<file path="config.mk">
export PLATFORM = sky130hd
export DESIGN_NAME = turfio_cin_capture_flat
export DESIGN_NICKNAME = d
export VERILOG_FILES = /design/src/rtl/turfio_cin_pkg.sv /design/src/rtl/turfio_cin_capture_if.sv /design/src/rtl/turfio_cin_aligner.sv /design/src/rtl/turfio_cin_capture.sv /design/src/flat_wrapper.sv
export SDC_FILE = /design/constraint.sdc
export NUM_CORES = 1
export LEC_CHECK = 0
export ABC_AREA = 1
export BUFFER_PORTS_ARGS = -buffer_cell sky130_fd_sc_hd__buf_2
export CORE_AREA = 3 3 95 97
export DETAILED_ROUTE_END_ITERATION = 7
export DIE_AREA = 0 0 98 100
export GPL_ROUTABILITY_DRIVEN = 1
export GPL_TIMING_DRIVEN = 0
export PLACE_DENSITY = 0.79
export SYNTH_ARGS = -nofsm -noshare
export SYNTH_HDL_FRONTEND = slang
export SYNTH_SLANG_ARGS = --single-unit
export TNS_END_PERCENT = 50
</file>
<file path="constraint.sdc">
create_clock -name rxclk_i -period 2.5 [get_ports rxclk_i]
set_input_delay 0.125 -clock rxclk_i [delete_from_list [all_inputs] [get_ports rxclk_i]]
set_output_delay 0.125 -clock rxclk_i [all_outputs]
set_load 0.01 [all_outputs]
</file>
<file path="src/rtl/turfio_cin_pkg.sv">
// turfio_cin_pkg: shared types and constants for the SURF CIN capture path
package turfio_cin_pkg;
  typedef enum logic [1:0] {HUNT, CHECK, LOCKED} cin_cap_state_t;
  localparam logic [31:0] CIN_TRAIN_PATTERN = 32'hA55A6996;
  localparam int CIN_WORD_NIBBLES = 8;
endpackage

</file>
<file path="src/rtl/turfio_cin_capture_if.sv">
// turfio_cin_capture_if: aligned command word bus and link status toward decoder/registers
interface turfio_cin_capture_if;
  logic [31:0] cin_word_o;
  logic        cin_valid_o;
  logic        locked_o;
  logic [1:0]  bit_offset_o;
  logic [2:0]  nibble_phase_o;
  logic [15:0] err_cnt_o;
  modport master(output cin_word_o, cin_valid_o, locked_o, bit_offset_o, nibble_phase_o, err_cnt_o);
  modport slave(input cin_word_o, cin_valid_o, locked_o, bit_offset_o, nibble_phase_o, err_cnt_o);
endinterface

</file>
<file path="src/rtl/turfio_cin_aligner.sv">
// turfio_cin_aligner: 35-bit nibble window, 4-offset pattern compare and word select
module turfio_cin_aligner
  import turfio_cin_pkg::*;
#(
  parameter logic [31:0] TRAIN_PATTERN = CIN_TRAIN_PATTERN
) (
  input  logic        rxclk_i,
  input  logic        rst_n_i,
  input  logic [3:0]  data_i,
  input  logic [1:0]  sel,
  output logic [3:0]  match,
  output logic [31:0] word
);
  logic [34:0] win;
  // oldest bit sits at win[34]; data_i[0] arrived first so it lands highest
  always_ff @(posedge rxclk_i or negedge rst_n_i)
    if (!rst_n_i) win <= '0;
    else win <= {win[30:0], data_i[0], data_i[1], data_i[2], data_i[3]};
  for (genvar b = 0; b < 4; b++) begin : g_cmp
    assign match[b] = win[34-b -: 32] == TRAIN_PATTERN;
  end
  assign word = 32'(win >> (2'd3 - sel));
endmodule

</file>
<file path="src/rtl/turfio_cin_capture.sv">
// turfio_cin_capture: CIN word alignment/lock FSM; error counter built when TURFIO_CIN_CAPTURE_ERRCNT_EN is defined
module turfio_cin_capture
  import turfio_cin_pkg::*;
#(
  parameter logic [31:0] TRAIN_PATTERN = CIN_TRAIN_PATTERN,
  parameter int          LOCK_COUNT    = 4
) (
  input  logic       rxclk_i,
  input  logic       rst_n_i,
  input  logic [3:0] data_i,
  input  logic       train_en_i,
  input  logic       relock_i,
  turfio_cin_capture_if.master cin
);
  localparam logic [3:0] LC = 4'(LOCK_COUNT);
  cin_cap_state_t state, state_n;
  logic [3:0]  match;
  logic [31:0] word;
  logic [1:0]  b_sel, b_n, hunt_b, rst_sync;
  logic [2:0]  nib_cnt, phase, phase_n;
  logic [3:0]  match_cnt, match_n, miss_cnt, miss_n;
  logic        hit, boundary, err_inc, valid_n;

  turfio_cin_aligner #(.TRAIN_PATTERN(TRAIN_PATTERN)) u_align (
    .rxclk_i(rxclk_i),
    .rst_n_i(rst_n_i),
    .data_i(data_i),
    .sel(b_sel),
    .match(match),
    .word(word)
  );

  assign hunt_b   = match[0] ? 2'd0 : match[1] ? 2'd1 : match[2] ? 2'd2 : 2'd3;
  assign hit      = match[b_sel];
  assign boundary = nib_cnt == phase;
  assign valid_n  = state_n == LOCKED && nib_cnt == phase_n;

  // next state: hunt every cycle, verify/track only on word boundaries; relock overrides
  always_comb begin
    state_n = state;
    b_n     = b_sel;
    phase_n = phase;
    match_n = match_cnt;
    miss_n  = miss_cnt;
    err_inc = 1'b0;
    case (state)
      HUNT: if (rst_sync[1] && |match) begin
        b_n     = hunt_b;
        phase_n = nib_cnt;
        match_n = 4'd1;
        miss_n  = '0;
        state_n = LC == 4'd1 ? LOCKED : CHECK;
      end
      CHECK: if (boundary) begin
        match_n = match_cnt + 4'd1;
        state_n = !hit ? HUNT : match_n == LC ? LOCKED : CHECK;
      end
      LOCKED: if (boundary && train_en_i) begin
        miss_n  = hit ? '0 : miss_cnt + 4'd1;
        err_inc = !hit;
        state_n = miss_n == LC ? HUNT : LOCKED;
      end
      default: state_n = HUNT;
    endcase
    if (relock_i) begin
      state_n = HUNT;
      match_n = '0;
      miss_n  = '0;
    end
  end

  // state, alignment, counters and the registered word strobe
  always_ff @(posedge rxclk_i or negedge rst_n_i)
    if (!rst_n_i) begin
      state           <= HUNT;
      rst_sync        <= '0;
      nib_cnt         <= '0;
      b_sel           <= '0;
      phase           <= '0;
      match_cnt       <= '0;
      miss_cnt        <= '0;
      cin.cin_valid_o <= 1'b0;
      cin.cin_word_o  <= '0;
    end else begin
      state           <= state_n;
      rst_sync        <= {rst_sync[0], 1'b1};
      nib_cnt         <= nib_cnt + 3'd1;
      b_sel           <= b_n;
      phase           <= phase_n;
      match_cnt       <= match_n;
      miss_cnt        <= miss_n;
      cin.cin_valid_o <= valid_n;
      if (valid_n) cin.cin_word_o <= word;
    end

  assign cin.locked_o       = state == LOCKED;
  assign cin.bit_offset_o   = b_sel;
  assign cin.nibble_phase_o = phase;

`ifdef TURFIO_CIN_CAPTURE_ERRCNT_EN
  logic [15:0] err_cnt;
  // saturating mismatch count, cleared only by relock or reset
  always_ff @(posedge rxclk_i or negedge rst_n_i)
    if (!rst_n_i) err_cnt <= '0;
    else if (relock_i) err_cnt <= '0;
    else if (err_inc && err_cnt != 16'hFFFF) err_cnt <= err_cnt + 16'd1;
  assign cin.err_cnt_o = err_cnt;
`else
  logic unused_err_inc;
  assign unused_err_inc = err_inc;
  assign cin.err_cnt_o  = '0;
`endif
endmodule

</file>
<file path="src/flat_wrapper.sv">
// flat-port wrapper written by rule: the top's interface ports become plain ports
module turfio_cin_capture_flat import turfio_cin_pkg::*;
#(
  parameter logic [31:0] TRAIN_PATTERN = CIN_TRAIN_PATTERN,
  parameter int          LOCK_COUNT    = 4
)
  (rxclk_i, rst_n_i, data_i, train_en_i, relock_i, cin_cin_word_o, cin_cin_valid_o, cin_locked_o, cin_bit_offset_o, cin_nibble_phase_o, cin_err_cnt_o);
  turfio_cin_capture_if cin_i ();
  input  logic rxclk_i;
  input  logic rst_n_i;
  input  logic [3:0] data_i;
  input  logic train_en_i;
  input  logic relock_i;
  output wire logic [$bits(cin_i.cin_word_o)-1:0] cin_cin_word_o;
  output wire logic [$bits(cin_i.cin_valid_o)-1:0] cin_cin_valid_o;
  output wire logic [$bits(cin_i.locked_o)-1:0] cin_locked_o;
  output wire logic [$bits(cin_i.bit_offset_o)-1:0] cin_bit_offset_o;
  output wire logic [$bits(cin_i.nibble_phase_o)-1:0] cin_nibble_phase_o;
  output wire logic [$bits(cin_i.err_cnt_o)-1:0] cin_err_cnt_o;
  assign cin_cin_word_o = cin_i.cin_word_o;
  assign cin_cin_valid_o = cin_i.cin_valid_o;
  assign cin_locked_o = cin_i.locked_o;
  assign cin_bit_offset_o = cin_i.bit_offset_o;
  assign cin_nibble_phase_o = cin_i.nibble_phase_o;
  assign cin_err_cnt_o = cin_i.err_cnt_o;
  turfio_cin_capture #(.TRAIN_PATTERN(TRAIN_PATTERN), .LOCK_COUNT(LOCK_COUNT)) u_core (.rxclk_i(rxclk_i), .rst_n_i(rst_n_i), .data_i(data_i), .train_en_i(train_en_i), .relock_i(relock_i), .cin(cin_i));
endmodule
</file>
==> qor.csv, run 1 <==
stage;metric;value;unit
run_status;run status;completed;
power_and_ir_drop;Peak VDD IR;0.384;mV
clock_tree;TritonCTS Buffers;9;
critical_path;CP delay by family, top;simple AND/OR/NAND/NOR gates;
critical_path;WS Path Type;reg -> reg;
global_routing;vias in the first global route;4144;
floorplan;Core Area;0.00822;sq mm
route;aggregate routed wire length;11800;um
sta;Final Max Tran Viols;0;
critical_path;R2R Path End;u_core.cin.cin_word_o[3];
clock_tree;CTS tree;done;
route;antenna-violating nets left;0;
sta;Setup Skew;0.0101;ns
power_and_ir_drop;Leakage Power;2.87;nW
sta;Fmax achieved;0.443;GHz
critical_path;Critical Path Slowest Stage Cell;dfrtp_1;
critical_path;R2R depth;17;
clock_tree;CTS H-Tree Depth;3;
sta;RSZ-0062 raised after global routing;no;
floorplan;num rows;33;
layout;area grow syn2layout;14.3;%
floorplan;initial core utilization;57.8;%
global_routing;pin count of the biggest net entering global routing;47;
sta;min Tclk post-route;2.26;ns
sta;setup TNS;0;ns
sta;Final setup viols;0;
sta;worst hold slack;0.0486;ns
synth;Yosys warnings;0;
route;routed vias;4355;
synth;post-synth top area share;46.3;%
layout;# fillers;707;
hold_path;worst hold stages;2;
critical_path;Critical Path Start Type;register;
synth;Post-Synthesis Cell Area;0.00475;sq mm
synth;ys flop type;dfrtp_1;
synth;Synth area leader;dfrtp_1;
global_routing;gr usage total;25.2;%
route;# DRC;0;
route;number of DRC markers in iteration 0;459;
route;Vias/cell;5.32;
layout;commonest non-fill, non-tap cell in the layout;nand2_1;
route;drt first pass iters;5;
synth;Post-Syn Instances;631;
critical_path;worst reg2reg path startpoint;u_core.u_align.win[21];
clock_tree;CTS root buffer;clkbuf_8;
placed_design;GP Congestion;0.989;
floorplan;die area;0.00980;sq mm
synth;Syn Area/Cell;7.53;sq um
sta;Slew headroom;64.1;%
sta;fin crit share;90.2;%
global_routing;first-pass GRT wire length;20000;um
sta;Final Hold Vio Count;0;
layout;# diodes;0;
global_routing;number of antenna violations at the first check in global routing;0;
synth;register area share after synthesis;46.3;%
hold_path;HP Class;in -> reg;
clock_tree;clock buffer depth;2;
critical_path;Worst R2R Setup Slack;0.24;ns
clock_tree;Reg clk slew, reported paths;0.08;ns
critical_path;crit-path max FO;10;
critical_path;critical-path cell list;inv_1, nand2_1, nor2_1, nand2_1, nor2_1, nand2_1, nand2_1, nand3_2, nand3_2, nor2_1, nand2_1, nand2_1, nand2_4, nand3_4, buf_6, nand2_2, nand2_1;
route;routed len/inst;14.5;um
critical_path;Req. time, crit path;2.74;ns
power_and_ir_drop;power per cell area;489;mW/mm^2
critical_path;Critical Path End Type;register;
critical_path;cell mode on critical path;nand2_1;
clock_tree;clock latency on the worst-skew pair;0.36;ns
layout;# nets final;720;
synth;Seq cells post-synth;88;
floorplan;Die W;98;um
critical_path;CP Buf/Inv Count;2;
placed_design;DP Wirelength;9130;um
clock_tree;post-CTS setup buffer count;0;
placed_design;port bufs;46;
hold_path;Hold EP;u_core.state[0];
clock_tree;Sinks on Clock Net;88;
synth;ranking of synthesized cells by area;dfrtp_1 (46%), nand2_1 (17%), o21ai_0 (7.9%), nand4_1 (5.1%), inv_1 (4.3%);
critical_path;worst path arrival time;2.50;ns
critical_path;Max stage delay on crit path;0.47;ns
synth;Synth cell types;35;
critical_path;Crit path depth;17;
synth;FFs w/ async S/R, synth;100;%
synth;number of flops mapped to enable cells by yosys;0;
floorplan;I/O pin count;63;
layout;most frequent cells in the layout;nand2_1 (221), dfrtp_1 (87), o21ai_0 (75), inv_1 (55), buf_2 (49);
layout;layout cell share with drive strength beyond 1;15.6;%
flow_run;Max Cap Viol;0;
hold_path;origin of the worst min-delay path;relock_i;
floorplan;Die Ht;100;um
global_routing;total grt overflow;0;
sta;Worst Tran Pin Value;0.538;ns
-- worst max-delay path by stage --
stage / from / slack [ns] / to
final: u_core.u_align.win[21] / 0.24 / u_core.cin.cin_word_o[3]
after global routing: u_core.u_align.win[30] / 0.009 / u_core.cin.cin_word_o[3]
after CTS: u_core.u_align.win[18] / 0.21 / u_core.cin.cin_word_o[30]
after detailed placement: u_core.u_align.win[18] / 0.24 / u_core.cin.cin_word_o[30]
after global placement: u_core.u_align.win[5] / 0.32 / u_core.cin.cin_word_o[30]
after floorplan: u_core.u_align.win[6] / 0.67 / u_core.cin.cin_word_o[2]
-- flip-flops by register name (all words and copies together), names as in the netlist --
| name | cells |
|---|---|
| u_core.cin.bit_offset_o | 2 |
| u_core.cin.cin_valid_o | 1 |
| u_core.cin.cin_word_o | 32 |
| u_core.cin.nibble_phase_o | 3 |
| u_core.match_cnt | 4 |
| u_core.miss_cnt | 4 |
| u_core.nib_cnt | 3 |
| u_core.rst_sync | 2 |
| u_core.state | 2 |
| u_core.u_align.win | 35 |
-- metrics by stage --
step                worst slack, ns  instance area, sq um  std cells  total power [W]  utilization [%]
floorplan                     0.669                  4810        646          0.00163                -
global placement              0.320                  5170        797          0.00170             62.9
detailed placement            0.242                  5190        798          0.00171             63.2
CTS                           0.205                  5430        818          0.00267             66.1
global route                0.00863                  5430        818          0.00277             66.1
finish                        0.244                  5430        818          0.00266             66.1
-- routing by layer --
| metal | part of all wire (%) | track usage, % | vias up |
|---|---|---|---|
| met1 | 44 | 34.9 | 1978 |
| met4 | 2.8 | 8.73 | 0 |
| met3 | 7.6 | 4.86 | 35 |
| li1 | - | - | 2152 |
| met2 | 45 | 40.1 | 190 |
| met5 | 0 | 0 | - |
-- cell families (layout without fill, tap and decap cells) --
logic type / Yosys count / in the layout / share of synthesized area (%)
fa+ha+maj: 3 / 3 / 0.790
flops: 88 / 88 / 46.3
mux: 2 / 2 / 0.421
compound gates: 84 / 84 / 9.03
other cells: 2 / 17 / 0.158
simple gates: 341 / 341 / 31.6
xor+xnor: 8 / 8 / 1.47
buf+inv: 103 / 170 / 10.2
-- Yosys cell counts, types with 3 or more instances --
| master | n |
|---|---|
| a21oi_1 | 4 |
| buf_1 | 3 |
| buf_2 | 4 |
| buf_4 | 19 |
| buf_6 | 3 |
| clkbuf_1 | 13 |
| dfrtp_1 | 88 |
| ha_1 | 3 |
| inv_1 | 55 |
| inv_2 | 5 |
| nand2_1 | 221 |
| nand2_2 | 8 |
| nand3_1 | 10 |
| nand3_2 | 3 |
| nand4_1 | 39 |
| nor2_1 | 37 |
| nor2_2 | 3 |
| nor3_1 | 11 |
| nor4_1 | 3 |
| o21ai_0 | 75 |
| xnor2_1 | 4 |
| xor2_1 | 4 |
-- repair_timing --
item / 4_1_cts / 5_1_grt
hold buffers: 5 / 0
endpoints found under the setup margin: 0 / 11
hold endpoints to repair: 46 / 0
resized for setup: 0 / 3
-- where the power goes --
part	internal (W)	switching, W
registers	0.00145	0.0000470
logic	0.0000638	0.000131
clock network	0.000483	0.000478
total	0.00200	0.000655
-- layout make-up --
cell class	count	area, sq um	area share (%)
plain buffers	42	258	4.74
clock buffers	12	145	2.67
clock inverters	3	42.5	0.783
inverters	61	229	4.21
multi-input cells	455	2120	39.1
flip-flops and latches	88	2200	40.5
well taps	105	131	2.42
repair buffers	52	303	5.57
Note: power is estimated with default switching activity, not from simulation.
==> inputs of run 2 (changes only) <==
--- a/config.mk
+++ b/config.mk
@@ -5,14 +5,13 @@
 export SDC_FILE = /design/constraint.sdc
 export NUM_CORES = 1
 export LEC_CHECK = 0
-export ABC_AREA = 1
-export BUFFER_PORTS_ARGS = -buffer_cell sky130_fd_sc_hd__buf_2
-export CORE_AREA = 3 3 95 97
+export BUFFER_PORTS_ARGS = -buffer_cell sky130_fd_sc_hd__buf_4
+export CORE_AREA = 3 3 91 93
 export DETAILED_ROUTE_END_ITERATION = 7
-export DIE_AREA = 0 0 98 100
+export DIE_AREA = 0 0 94 96
 export GPL_ROUTABILITY_DRIVEN = 1
 export GPL_TIMING_DRIVEN = 0
-export PLACE_DENSITY = 0.79
+export PLACE_DENSITY = 0.78
 export SYNTH_ARGS = -nofsm -noshare
 export SYNTH_HDL_FRONTEND = slang
 export SYNTH_SLANG_ARGS = --single-unit
==> qor.csv, run 2 <==
stage;metric;value;unit
global_routing;first-pass GRT wire length;14200;um
layout;Biggest register;u_core.u_align.win;
sta;Fmax achieved;0.362;GHz
sta;fin crit share;111;%
clock_tree;clock buffer depth;2;
floorplan;Core Area;0.00761;sq mm
clock_tree;CTS H-Tree Depth;3;
layout;most frequent cells in the layout;buf_4 (85), dfrtp_1 (75), mux4_2 (32), mux2_1 (29), conb_1 (17);
clock_tree;CTS tree;done;
placed_design;GP Congestion;0.886;
clock_tree;CTS root buffer;clkbuf_8;
layout;commonest non-fill, non-tap cell in the layout;buf_4;
route;routed vias;2822;
power_and_ir_drop;clock share of power;37.8;%
run_status;violated checks;setup timing;
critical_path;worst path arrival time;3.00;ns
power_and_ir_drop;Power, Total;0.00267;W
clock_tree;TritonCTS Buffers;9;
clock_tree;Sinks on Clock Net;88;
floorplan;Die W;94;um
placed_design;DP Wirelength;5740;um
global_routing;number of antenna violations at the first check in global routing;0;
critical_path;CP startpoint;u_core.u_align.win[12];
layout;# fillers;517;
layout;max reg flops;35;
synth;Yosys warnings;0;
layout;Reg area;0.00222;sq mm
clock_tree;Reg clk slew, reported paths;0.08;ns
route;# DRC;0;
layout;Multi-input gate area;0.00196;sq mm
layout;layout cell share with drive strength beyond 1;44.3;%
sta;Final setup viols;33;
layout;# nets final;407;
floorplan;initial core utilization;56.0;%
sta;RSZ-0062 raised after global routing;yes;
hold_path;origin of the worst min-delay path;train_en_i;
synth;top post-synthesis cells by count;dfrtp_1 (88), mux4_2 (32), mux2_1 (29);
sta;worst hold slack;0.226;ns
critical_path;Critical Path Start Type;register;
power_and_ir_drop;Power Internal;0.00208;W
floorplan;die area;0.00902;sq mm
synth;Post-Syn Instances;296;
sta;Slew headroom;28.1;%
route;antenna-violating nets left;0;
floorplan;I/O pin count;63;
placed_design;port bufs;46;
placed_design;pre-CTS setup slack;-0.566;ns
clock_tree;clock latency on the worst-skew pair;0.36;ns
synth;Syn Area/Cell;14.4;sq um
synth;number of flops mapped to enable cells by yosys;0;
layout;Post-Route Utilization;70.0;%
synth;register area share after synthesis;51.7;%
route;aggregate routed wire length;8740;um
flow_run;Max Cap Viol;0;
power_and_ir_drop;Net Switching;0.000592;W
global_routing;total grt overflow;0;
power_and_ir_drop;Peak VDD IR;0.367;mV
hold_path;HP Class;in -> reg;
critical_path;Critical Path End Type;register;
global_routing;pin count of the biggest net entering global routing;89;
route;drt first pass iters;4;
synth;Synth cell types;49;
critical_path;Req. time, crit path;2.74;ns
critical_path;worst reg2reg path startpoint;u_core.u_align.win[12];
power_and_ir_drop;power per cell area;501;mW/mm^2
global_routing;gr usage total;21.0;%
power_and_ir_drop;Net Sw Frac;22.2;%
synth;Post-Synthesis Cell Area;0.00426;sq mm
layout;Top Registers;u_core.u_align.win x35, u_core.cin.cin_word_o x32;
synth;FFs w/ async S/R, synth;100;%
route;Vias/cell;5.62;
sta;Setup Skew;0.00810;ns
floorplan;num rows;32;
sta;final worst slack;-0.264;ns
route;routed len/inst;17.4;um
power_and_ir_drop;combinational power share;6.2;%
route;number of DRC markers in iteration 0;197;
synth;Seq cells post-synth;88;
power_and_ir_drop;Reg power frac;56.1;%
sta;Final Max Tran Viols;0;
synth;Synth area leader;dfrtp_1;
global_routing;vias in the first global route;2870;
floorplan;Die Ht;96;um
sta;min Tclk post-route;2.76;ns
critical_path;WS Path Type;reg -> reg;
sta;Final Hold Vio Count;0;
layout;# diodes;0;
synth;ranking of synthesized cells by area;dfrtp_1 (52%), mux4_2 (17%), mux2_1 (7.7%), buf_4 (2.8%), mux2_2 (1.9%);
critical_path;crit-path max FO;7;
layout;area grow syn2layout;25.1;%
synth;most numerous cell in the Yosys netlist;dfrtp_1;
power_and_ir_drop;Leakage Power;2.45;nW
run_status;run status;finished with violations;
synth;ys flop type;dfrtp_1;
sta;Worst Tran Pin Value;1.08;ns
synth;post-synth top area share;51.7;%
## run 2: cell types whose count changed after synthesis, moves of 28 or more
| cell | before | now |
|---|---|---|
| inv_1 | 55 | 6 |
| mux2_1 | 0 | 29 |
| mux4_2 | 0 | 32 |
| nand2_1 | 221 | 11 |
| nand4_1 | 39 | 1 |
| nor2_1 | 37 | 9 |
| o21ai_0 | 75 | 9 |
## run 2: layout make-up
class / count / area share, %
inverter: 6 / 0.423
tap: 102 / 2.39
buffer: 29 / 3.92
sequential: 88 / 41.6
clock buffer: 12 / 3.10
multi-input combinational: 188 / 36.8
clock inverter: 3 / 0.751
timing repair buffer: 74 / 11.0
## run 2: timing repair
action,CTS,global route
endpoints found under the hold margin,32,0
pin swaps,6,2
setup buffers,14,8
resized for setup,24,10
setup endpoints to repair,46,45
gates cloned,0,1
hold buffers,5,0
## run 2: through the flow
stage	cells	area (sq um)	setup TNS, ns
after floorplan	311	4320	-3.49
after global placement	459	4800	-17.03
after detailed placement	459	4800	-19.60
after CTS	493	5220	-5.58
after global routing	502	5330	-12.49
final	502	5330	-7.57
## run 2: logic make-up (layout without fill, tap and decap cells)
group	Yosys count	in the layout	share of synthesized area, %
flops	88	88	51.7
fa+ha+maj	3	3	0.881
compound gates	26	26	3.76
buf+inv	35	124	5.02
other cells	2	17	0.176
xor+xnor	5	5	1.03
mux	68	68	26.4
simple gates	69	69	11.0
## run 2: power by group through the flow
stage	combinational, W	sequential (W)	clock, W
after global routing	0.000182	0.00150	0.00109
after detailed placement	0.000128	0.00153	0
after global placement	0.000127	0.00153	0
after CTS	0.000158	0.00150	0.00104
after floorplan	0.0000844	0.00151	0
final	0.000165	0.00150	0.00101
## run 2: final timing paths
check,to,slack (ns),depth (start not counted)
min in group asynchronous,u_core.cin.cin_word_o[20],0.50,2
hold / removal,u_core.miss_cnt[0],0.23,4
max in group asynchronous,u_core.u_align.win[27],1.24,2
setup / recovery,u_core.cin.cin_word_o[16],-0.26,11
setup reg to reg,u_core.cin.cin_word_o[16],-0.26,11
hold reg to reg,u_core.rst_sync[1],0.36,0
## run 2: worst max-delay path, cell delays in order (launching register included)
cell	delay [ns]
dfrtp_1	0.51
nor3b_1	0.12
and4_4	0.21
and2_4	0.16
a221oi_2	0.24
a21oi_2	0.08
buf_4	0.17
a211o_1	0.28
nor4_4	0.18
buf_4	0.22
clkbuf_16	0.15
mux2_1	0.32
## run 2: layer usage
metal,track usage [%],part of all wire [%],wire (um),vias up
met2,33.2,51,4460,95
met5,0,0,0,-
met4,10.1,1.7,149,0
met1,27.3,41,3600,1430
li1,-,-,-,1284
met3,5.24,6.1,533,13
==> inputs of run 3 (changes only) <==
--- a/config.mk
+++ b/config.mk
@@ -12,6 +12,7 @@
 export GPL_ROUTABILITY_DRIVEN = 1
 export GPL_TIMING_DRIVEN = 0
 export PLACE_DENSITY = 0.78
+export RECOVER_POWER = 50
 export SYNTH_ARGS = -nofsm -noshare
 export SYNTH_HDL_FRONTEND = slang
 export SYNTH_SLANG_ARGS = --single-unit
==> qor.csv, run 3 (synthesis results as in run 2) <==
stage;metric;value;unit
run_status;run status;finished with violations;
run_status;violated checks;setup timing;
route;routed vias;2840;
power_and_ir_drop;Power, Total;0.00267;W
sta;Final Hold Vio Count;0;
clock_tree;CTS tree;done;
floorplan;Core Area;0.00761;sq mm
global_routing;pin count of the biggest net entering global routing;89;
critical_path;Critical Path End Type;register;
route;drt first pass iters;4;
sta;Slew headroom;28.9;%
layout;area grow syn2layout;24.5;%
floorplan;Die W;94;um
route;aggregate routed wire length;8750;um
layout;Top Registers;u_core.u_align.win x35, u_core.cin.cin_word_o x32;
power_and_ir_drop;Peak VDD IR;0.367;mV
sta;fin crit share;110;%
critical_path;Critical Path Start Type;register;
critical_path;crit-path max FO;5;
route;# DRC;0;
placed_design;GP Congestion;0.886;
layout;max reg flops;35;
sta;Final setup viols;33;
clock_tree;TritonCTS Buffers;9;
layout;most frequent cells in the layout;dfrtp_1 (79), buf_4 (74), mux4_2 (32), mux2_1 (29), conb_1 (17);
sta;Setup Skew;0.00854;ns
sta;Final Max Tran Viols;0;
power_and_ir_drop;Leakage Power;2.44;nW
global_routing;gr usage total;21.0;%
layout;Design Area, Final;0.00530;sq mm
placed_design;DP Wirelength;5740;um
layout;final std cells w/o fill;502;
route;routed len/inst;17.4;um
route;antenna-violating nets left;0;
sta;Worst Tran Pin Value;1.07;ns
route;number of DRC markers in iteration 0;177;
placed_design;Placed Area;0.00480;sq mm
global_routing;total grt overflow;0;
route;Vias/cell;5.66;
layout;# diodes;0;
floorplan;initial core utilization;56.0;%
placed_design;placed insts;459;
global_routing;vias in the first global route;2870;
clock_tree;Reg clk slew, reported paths;0.08;ns
floorplan;Die Ht;96;um
clock_tree;clock latency on the worst-skew pair;0.36;ns
floorplan;I/O pin count;63;
floorplan;die area;0.00902;sq mm
clock_tree;clock buffer depth;2;
layout;# fillers;531;
global_routing;number of antenna violations at the first check in global routing;0;
sta;RSZ-0062 raised after global routing;yes;
sta;Fmax achieved;0.362;GHz
critical_path;Req. time, crit path;2.74;ns
floorplan;num rows;32;
critical_path;worst path arrival time;3.00;ns
clock_tree;CTS H-Tree Depth;3;
flow_run;Max Cap Viol;0;
sta;final worst slack;-0.262;ns
layout;layout cell share with drive strength beyond 1;41.8;%
hold_path;HP Class;in -> reg;
layout;commonest non-fill, non-tap cell in the layout;dfrtp_1;
placed_design;pre-CTS setup slack;-0.566;ns
critical_path;WS Path Type;reg -> reg;
global_routing;first-pass GRT wire length;14200;um
layout;# nets final;407;
clock_tree;Sinks on Clock Net;88;
sta;min Tclk post-route;2.76;ns
power_and_ir_drop;power per cell area;503;mW/mm^2
layout;Biggest register;u_core.u_align.win;
placed_design;port bufs;46;
clock_tree;CTS root buffer;clkbuf_8;
-- run 3: critical path, cell delays in order, from the launching register on --
cell	delay [ns]
dfrtp_2	0.44
and4bb_2	0.24
nand4b_1	0.18
nor3_2	0.09
a221oi_2	0.28
a21oi_2	0.08
buf_4	0.17
a211o_1	0.28
nor4_4	0.18
buf_4	0.22
clkbuf_16	0.15
mux2_1	0.32
-- run 3: worst paths after layout --
kind | cells after the start | slack (ns) | end | start
worst max-delay path | 11 | -0.26 | u_core.cin.cin_word_o[16] | u_core.u_align.win[11]
worst min-delay path | 4 | 0.23 | u_core.miss_cnt[0] | train_en_i
worst max register to register | 11 | -0.26 | u_core.cin.cin_word_o[16] | u_core.u_align.win[11]
worst min register to register | 0 | 0.36 | u_core.rst_sync[1] | u_core.rst_sync[0]
max in group asynchronous | 2 | 1.26 | u_core.u_align.win[11] | rst_n_i
min in group asynchronous | 2 | 0.49 | u_core.cin.cin_word_o[20] | rst_n_i
-- run 3: power breakdown --
part / total, W / switching (W) / internal (W)
Combinational: 0.000160 / 0.0000747 / 0.0000856
Sequential: 0.00150 / 0.0000429 / 0.00145
Clock: 0.00101 / 0.000476 / 0.000535
Total: 0.00267 / 0.000593 / 0.00207
-- run 3: area by class of cell --
| cell class | instances | area [sq um] | area share, % |
|---|---|---|---|
| multi-input combinational | 188 | 1960 | 37.0 |
| buffer | 29 | 209 | 3.94 |
| clock buffer | 12 | 165 | 3.12 |
| sequential | 88 | 2210 | 41.8 |
| tap | 102 | 128 | 2.41 |
| inverter | 6 | 22.5 | 0.425 |
| clock inverter | 3 | 40.0 | 0.755 |
| timing repair buffer | 74 | 563 | 10.6 |
-- run 3: stage by stage --
| stage | TNS, ns | utilization [%] | hold slack (ns) |
|---|---|---|---|
| floorplan | -3.49 | - | -0.171 |
| global route | -12.49 | 69.7 | 0.260 |
| detailed placement | -19.60 | 63.1 | 0.236 |
| CTS | -5.58 | 68.6 | 0.230 |
| global placement | -17.03 | 63.1 | 0.235 |
| finish | -7.41 | 69.7 | 0.228 |
-- run 3: repair_timing --
| item | in CTS | in global routing |
|---|---|---|
| setup endpoints to repair | 46 | 45 |
| endpoints found under the hold margin | 32 | 0 |
| resized for setup | 24 | 10 |
| gates cloned | 0 | 1 |
| setup buffers | 14 | 8 |
| pin swaps | 6 | 2 |
| hold buffers | 5 | 0 |
-- run 3: layer usage --
metal  vias to the layer above  wire length (um)  GRT usage [%]
li1                       1288                 -              -
met1                      1439              3570           27.3
met2                        99              4440           33.2
met3                        14               591           5.24
met4                         0               152           10.1
met5                         -                 0              0
